### config.mk
export PLATFORM = sky130hd
export DESIGN_NAME = app_mult_arbiter
export DESIGN_NICKNAME = d
export VERILOG_FILES = /design/src/rtl/app_mult_arbiter.sv
export SDC_FILE = /design/constraint.sdc
export NUM_CORES = 1
export LEC_CHECK = 0
export ABC_CLOCK_PERIOD_IN_PS = 1530
export CORE_ASPECT_RATIO = 0.9
export CORE_MARGIN = 4
export CORE_UTILIZATION = 40
export CTS_CLUSTER_DIAMETER = 200
export DETAILED_ROUTE_END_ITERATION = 16
export GPL_TIMING_DRIVEN = 0
export PLACE_DENSITY = 0.77
export SYNTH_ARGS = -nofsm -noshare
export SYNTH_HDL_FRONTEND = slang
export SYNTH_SLANG_ARGS = --single-unit
export TNS_END_PERCENT = 30
### constraint.sdc
create_clock -name sys_clk -period 1.53 [get_ports sys_clk]
set_input_delay 0.2295 -clock sys_clk [delete_from_list [all_inputs] [get_ports sys_clk]]
set_output_delay 0.2295 -clock sys_clk [all_outputs]
set_load 0.03 [all_outputs]
### src/rtl/app_mult_arbiter.sv
// Round-robin arbiter that shares one multiplier core between two requesters.
// Each granted operation holds mult_en for MULT_LAT cycles, then returns the product with a one-cycle valid pulse.
module app_mult_arbiter #(
    parameter int WIDTH1   = 8,
    parameter int WIDTH2   = 8,
    parameter int MULT_LAT = 4
) (
    input  logic                     sys_clk,
    input  logic                     sys_rst_n,
    input  logic                     req0_valid,
    input  logic [WIDTH1-1:0]        req0_a,
    input  logic [WIDTH2-1:0]        req0_b,
    output logic                     req0_ready,
    input  logic                     req1_valid,
    input  logic [WIDTH1-1:0]        req1_a,
    input  logic [WIDTH2-1:0]        req1_b,
    output logic                     req1_ready,
    output logic                     rsp0_valid,
    output logic                     rsp1_valid,
    output logic [WIDTH1+WIDTH2-1:0] rsp_data,
    output logic                     mult_en,
    output logic [WIDTH1-1:0]        mult_a,
    output logic [WIDTH2-1:0]        mult_b,
    output logic                     mult_cin,
    input  logic [WIDTH1+WIDTH2-1:0] mult_sum
);

    localparam int CW = (MULT_LAT > 1) ? $clog2(MULT_LAT) : 1;
    localparam logic [CW-1:0] CNT_LAST = CW'(MULT_LAT - 1);

    typedef enum logic [1:0] {IDLE, RUN, RESP} state_t;

    state_t        state;
    logic [CW-1:0] cnt;
    logic          last_grant;
    logic          grant_id;
    logic          grant_any;
    logic          grant_sel;

    // On a tie the requester that did not win last time gets the core.
    always_comb begin
        grant_any = req0_valid || req1_valid;
        grant_sel = 1'b0;
        if (req0_valid && req1_valid) begin
            grant_sel = ~last_grant;
        end else if (req1_valid) begin
            grant_sel = 1'b1;
        end
    end

    assign req0_ready = (state == IDLE) && grant_any && !grant_sel;
    assign req1_ready = (state == IDLE) && grant_any &&  grant_sel;
    assign mult_cin   = 1'b0;

    always_ff @(posedge sys_clk or negedge sys_rst_n) begin
        if (!sys_rst_n) begin
            state      <= IDLE;
            cnt        <= '0;
            last_grant <= 1'b1;
            grant_id   <= 1'b0;
            mult_en    <= 1'b0;
            mult_a     <= '0;
            mult_b     <= '0;
            rsp0_valid <= 1'b0;
            rsp1_valid <= 1'b0;
            rsp_data   <= '0;
        end else begin
            unique case (state)
                IDLE: begin
                    rsp0_valid <= 1'b0;
                    rsp1_valid <= 1'b0;
                    mult_en    <= 1'b0;
                    if (grant_any) begin
                        mult_a     <= grant_sel ? req1_a : req0_a;
                        mult_b     <= grant_sel ? req1_b : req0_b;
                        grant_id   <= grant_sel;
                        last_grant <= grant_sel;
                        cnt        <= '0;
                        mult_en    <= 1'b1;
                        state      <= RUN;
                    end
                end
                RUN: begin
                    // The core output is valid by the last enabled cycle, so capture it on that edge.
                    if (cnt == CNT_LAST) begin
                        rsp_data   <= mult_sum;
                        mult_en    <= 1'b0;
                        rsp0_valid <= ~grant_id;
                        rsp1_valid <=  grant_id;
                        state      <= RESP;
                    end else begin
                        cnt <= cnt + 1'b1;
                    end
                end
                RESP: begin
                    rsp0_valid <= 1'b0;
                    rsp1_valid <= 1'b0;
                    state      <= IDLE;
                end
                default: begin
                    state <= IDLE;
                end
            endcase
        end
    end

endmodule

==> impl_metrics.toml, run 1 <==
[placed_design]
post-dp-hpwl_um = 3360
dp_slack_ns = -0.714
place_congestion = 0.684
io_buffers = 88

[min_path]
hold_path_class = "input pin to asynchronous set/reset pin"

[grt]
track_usage = 0.172
grt_start_max_net_pins = 31
gr-usage-met2 = 0.275
grt-busiest-layer = "met2"
grt_pass1_wl_um = 7330
use_met3 = 0.0741
overflow = 0
grt_pass1_vias = 1591
met1_usage = 0.205
antenna_found_initial = 0

[layout]
drive_gt1_frac = 0.197
final_util = 0.695
layout.nets = 311
n_antenna_cell = 0
synthToLayoutAreaGrowth_pct = 63.4

[yosys]
synthCells = 157
syn-mean-instance-area_um2 = 11.4
synth_edf_count = 0
synth_area_um2 = 1790
synth.area.top_cells = "dfrtp_1, mux2_2, inv_1"
ys_seq_elements = 41
async_flop_share = 1.00
synth_ff_type = "dfrtp_1"
synth_top_area_frac = 0.558
ys_types = 27
seq_area_frac_synth = 0.573
synth_most_common_cell = "dfrtp_1"
synth_top_cell_by_area = "dfrtp_1"
synth_commonest_cells = "dfrtp_1, inv_1, mux2_2, o221ai_1"
syn_nets = 210
yosys_warnings = 0

[run]
max_cap_violations = 0

[setup_path]
crit_path_start_kind = "flop"
path_cells = "nand2b_4 -> nand3_4 -> inv_2 -> buf_6"
cpLargestDelayFamily = "flip-flops"
reg2reg_depth = 4
slowest_stage = "dfstp_2"
cp.required_ns = 1.30
r2r_start = "cnt[0]"
path_class = "flop to primary output"
cp_slowest_stage_delay_ns = 0.55
rr_endpoint = "rsp_data[3]"
regToRegSetupSlack_ns = 0.06
cp-end-kind = "primary output"
crit_path_max_fanout = 3
arrival_ns = 1.25
cp_num_buf_inv = 2

[die]
ios = 90
die_w_um = 78.6
coreArea_um2 = 4210
std_cell_rows = 22
die_area_um2 = 5620
fp.dieH_um = 71.5
start_util = 0.426

[clock_tree]
cts_max_level = 2
cts_tree = "built"
cts_made_buffers = 5
clkTransAtPathRegs_ns = 0.08
cts_max_path_buffers = 2
clockRootBuffer = "clkbuf_8"
clock_sinks = 41
clk-insertion-delay-late_ns = 0.29

[drt]
ant_nets = 0
num_vias = 1492
dr.first_iter.drc_count = 36
finalWirelength_um = 4530
drtPass1Iterations = 4
drc = 0
viasPerCell = 4.68
wl_per_cell_um = 14.2

[sta]
finalClockSkew_ns = 0.00550
drv_slew = 0
rsz0062_at_grt = "yes"
max_freq_ghz = 0.677
setup_viol = 0
whs_ns = 0.353
fin_crit_ns = 1.48
hold_viol_final = 0
period_share = 0.965
setup_slack_ns = 0.0533

[power_and_ir_drop]
ir_worst_vdd_uv = 996
power.density_nw_per_um2 = 2050
power.leakage_nw = 1.44
finalPower_mw = 6.00

[outcome]
status = "complete, no violations"
metal layers:
metal	part of all wire	wire length [um]
met5	0	0
met4	0.010	47
met3	0.081	368
met2	0.49	2200
met1	0.42	1910
worst reg2reg max path: stages, from the launching register on:
cell	delay (ns)
dfrtp_1	0.40
ha_2	0.19
nand3b_1	0.22
buf_6	0.20
mux2_2	0.35
state kept, by name (all words and copies together), names as in the netlist:
signal	flops
last_grant	1
grant_id	1
mult_a	8
state	2
rsp1_valid	1
cnt	2
mult_b	8
mult_en	1
rsp0_valid	1
rsp_data	16
per-stage QoR:
step / instance area (um^2) / std cells / TNS [ns]
after CTS: 2900 / 317 / 0
after floorplan: 1790 / 157 / 0
after global routing: 2930 / 319 / -0.0139
after global placement: 2750 / 305 / -36.13
final: 2930 / 319 / 0
after detailed placement: 2760 / 306 / -2.90
what timing repair did:
action	in CTS	in global routing
pin swaps	2	0
gates resized for setup	57	6
endpoints found under the setup margin	47	15
hold endpoints to repair	10	0
setup buffers	4	2
hold buffers	1	0
how the worst max path moves through the flow:
stage                           from            to  slack [ns]  cells past startpoint
after global routing      last_grant    req0_ready       -0.01                      4
after global placement     sys_rst_n     mult_a[4]       -0.83                      1
after floorplan               cnt[0]  rsp_data[10]        0.14                      4
final                     last_grant    req0_ready        0.05                      4
after CTS                     cnt[0]  rsp_data[14]        0.01                      4
after detailed placement  req1_valid    req0_ready       -0.71                      6
cell usage in the layout (no fill, tap or decap):
cell,instances
a31o_2,1
buf_12,1
buf_2,1
buf_4,8
buf_6,5
bufinv_16,2
clkbuf_1,1
clkbuf_8,5
clkdlybuf4s50_1,48
clkinv_2,1
conb_1,1
dfrtp_1,39
dfrtp_2,1
dfstp_2,1
dlygate4sd2_1,37
dlygate4sd3_1,1
ha_2,1
inv_1,37
inv_2,1
mux2_2,16
mux2i_1,1
nand2_1,1
nand2b_4,1
nand3_1,2
nand3_4,2
nand3b_1,1
nor2_1,1
nor2_4,2
o21a_1,2
o21ai_0,9
o21ai_1,9
o21ai_2,1
o221ai_1,16
o22ai_1,1
or2_1,1
or3b_2,1
cell type report:
| class | instances | area [um^2] |
|---|---|---|
| fillers | 342 | 1280 |
| flip-flops and latches | 41 | 1030 |
| repair buffers | 96 | 903 |
| multi-input cells | 70 | 589 |
| inverters | 38 | 143 |
| well taps | 60 | 75.1 |
| clock buffers | 5 | 68.8 |
| clock inverters | 3 | 65.1 |
| plain buffers | 6 | 56.3 |
kinds of logic after synthesis:
family	after synthesis	synth area share
buf+inv	46	0.117
flops	41	0.573
compound gates	39	0.150
mux	17	0.106
simple gates	12	0.0454
fa+ha+maj	1	0.00698
other cells	1	0.00209
report_power, final:
group / leakage [nW] / internal (mW) / switching (mW) / total (mW)
sequential: 0.493 / 1.63 / 0.263 / 1.89
clock: 0.0681 / 0.648 / 0.372 / 1.02
combinational: 0.875 / 1.28 / 1.81 / 3.08
No activity file was read; power rests on OpenSTA's default activity.
==> inputs of run 2 (changes only) <==
--- a/config.mk
+++ b/config.mk
@@ -11,7 +11,6 @@
 export CORE_UTILIZATION = 40
 export CTS_CLUSTER_DIAMETER = 200
 export DETAILED_ROUTE_END_ITERATION = 16
-export GPL_TIMING_DRIVEN = 0
 export PLACE_DENSITY = 0.77
 export SYNTH_ARGS = -nofsm -noshare
 export SYNTH_HDL_FRONTEND = slang
==> run 2 against run 1 <==
The flow now finishes with violations (negative hold slack). Power shrank 2.4%. Final cell count shrank 1.9%. Final area shrank 2.6%. Sequential power is essentially flat. Flip-flop and latch count is the same. Critical path type unchanged. Largest power group unchanged.
==> impl_metrics.toml, run 2 (synthesis results as in run 1) <==
[setup_path]
cp_slowest_stage_delay_ns = 0.56
crit_path_start_kind = "flop"
path_cells = "nand2b_1 -> nand3_2 -> inv_2 -> buf_6"
arrival_ns = 1.29
cp.required_ns = 1.30
crit_path_max_fanout = 3
cp-end-kind = "primary output"
slowest_stage = "dfstp_2"
path_class = "flop to primary output"

[power_and_ir_drop]
ir_worst_vdd_uv = 916
finalPower_mw = 5.85
power.leakage_nw = 1.40
power.density_nw_per_um2 = 2050

[drt]
ant_nets = 0
drc = 0
dr.first_iter.drc_count = 54
viasPerCell = 4.73
finalWirelength_um = 4470
wl_per_cell_um = 14.3
drtPass1Iterations = 4
num_vias = 1481

[grt]
grt_pass1_vias = 1575
grt_start_max_net_pins = 42
antenna_found_initial = 0
grt_pass1_wl_um = 7160
track_usage = 0.162
overflow = 0

[die]
fp.dieH_um = 71.5
coreArea_um2 = 4210
start_util = 0.426
die_area_um2 = 5620
die_w_um = 78.6
ios = 90
std_cell_rows = 22

[layout]
drive_gt1_frac = 0.178
synthToLayoutAreaGrowth_pct = 59.2
n_antenna_cell = 0
final_cell_mix = "clkdlybuf4s50_1, dfrtp_1, inv_1, dlygate4sd2_1"
nFillCells = 362
layout_commonest_cell = "clkdlybuf4s50_1"
top_register = "rsp_data"
layout.nets = 305
top_regs = "rsp_data (16), mult_a (8), mult_b (8)"
largest_reg_flops = 16

[sta]
hold_viol_final = 32
drv_slew = 0
rsz0062_at_grt = "yes"
max_freq_ghz = 0.660
finalClockSkew_ns = 0.00460
whs_ns = -0.0169
maxSlewHeadroom = 0.662
period_share = 0.991
setup_viol = 0
fin_crit_ns = 1.52
tightest_slew_ns = 0.508

[placed_design]
io_buffers = 88
place_congestion = 0.720
post-dp-hpwl_um = 3340

[clock_tree]
cts_made_buffers = 5
cts_tree = "built"
clockRootBuffer = "clkbuf_8"
cts_max_level = 2
clk-insertion-delay-late_ns = 0.29
cts_max_path_buffers = 2
cts_setup_buffers = 0
clkTransAtPathRegs_ns = 0.08
clock_sinks = 41

[run]
max_cap_violations = 0

[outcome]
violations = "negative hold slack"
status = "finished with violations"

[min_path]
hold_path_class = "input pin to asynchronous set/reset pin"
run 2: per-layer routing:
metal	global-route usage	part of all wire	vias to the layer above	routed length (um)
li1	-	-	717	-
met1	0.202	0.42	710	1870
met3	0.0754	0.086	2	384
met2	0.255	0.49	52	2180
met4	0.0408	0.0076	0	34
met5	0	0	-	0
run 2: power by group:
group	leakage [nW]	switching, mW	internal [mW]	total [mW]
Combinational	0.841	1.75	1.18	2.93
Sequential	0.494	0.280	1.63	1.91
Clock	0.0681	0.369	0.648	1.02
run 2: worst max-delay path, delay by kind of cell, from the launching register on:
family        cells  cell delay (ns)
flops             1             0.56
simple gates      2             0.23
buf+inv           2             0.22
run 2: cell type report:
class,count,area (um^2),share of cell area
Inverter,38,143,0.0500
Multi-Input combinational cell,70,559,0.196
Clock buffer,5,68.8,0.0241
Tap cell,60,75.1,0.0263
Sequential cell,41,1030,0.360
Clock inverter,3,65.1,0.0228
Timing Repair Buffer,96,916,0.321
run 2: stage by stage:
stage	util	cells	setup TNS (ns)	cell area [um^2]	setup WS [ns]
floorplan	-	157	0	1790	0.138
global placement	0.655	305	0	2760	0.0913
detailed placement	0.655	305	0	2760	0.0533
CTS	0.678	313	0	2850	0.0141
global route	0.678	313	-0.120	2850	-0.0521
finish	0.678	313	0	2850	0.0138
run 2: worst paths after layout:
check	start	endpoint	slack, ns	depth (start not counted)
setup / recovery	last_grant	req0_ready	0.01	4
hold / removal	sys_rst_n	rsp_data[1]	-0.02	2
setup reg to reg	cnt[0]	cnt[1]	0.06	4
hold reg to reg	mult_a[7]	mult_a[7]	0.49	2
max in group asynchronous	sys_rst_n	last_grant	1.17	2
min in group sys_clk	mult_a[7]	mult_a[7]	0.49	2
run 2: timing repair:
action,4_1_cts,5_1_grt
gates resized for setup,38,1
endpoints found under the setup margin,37,13
cloned,0,0
hold buffers,0,0
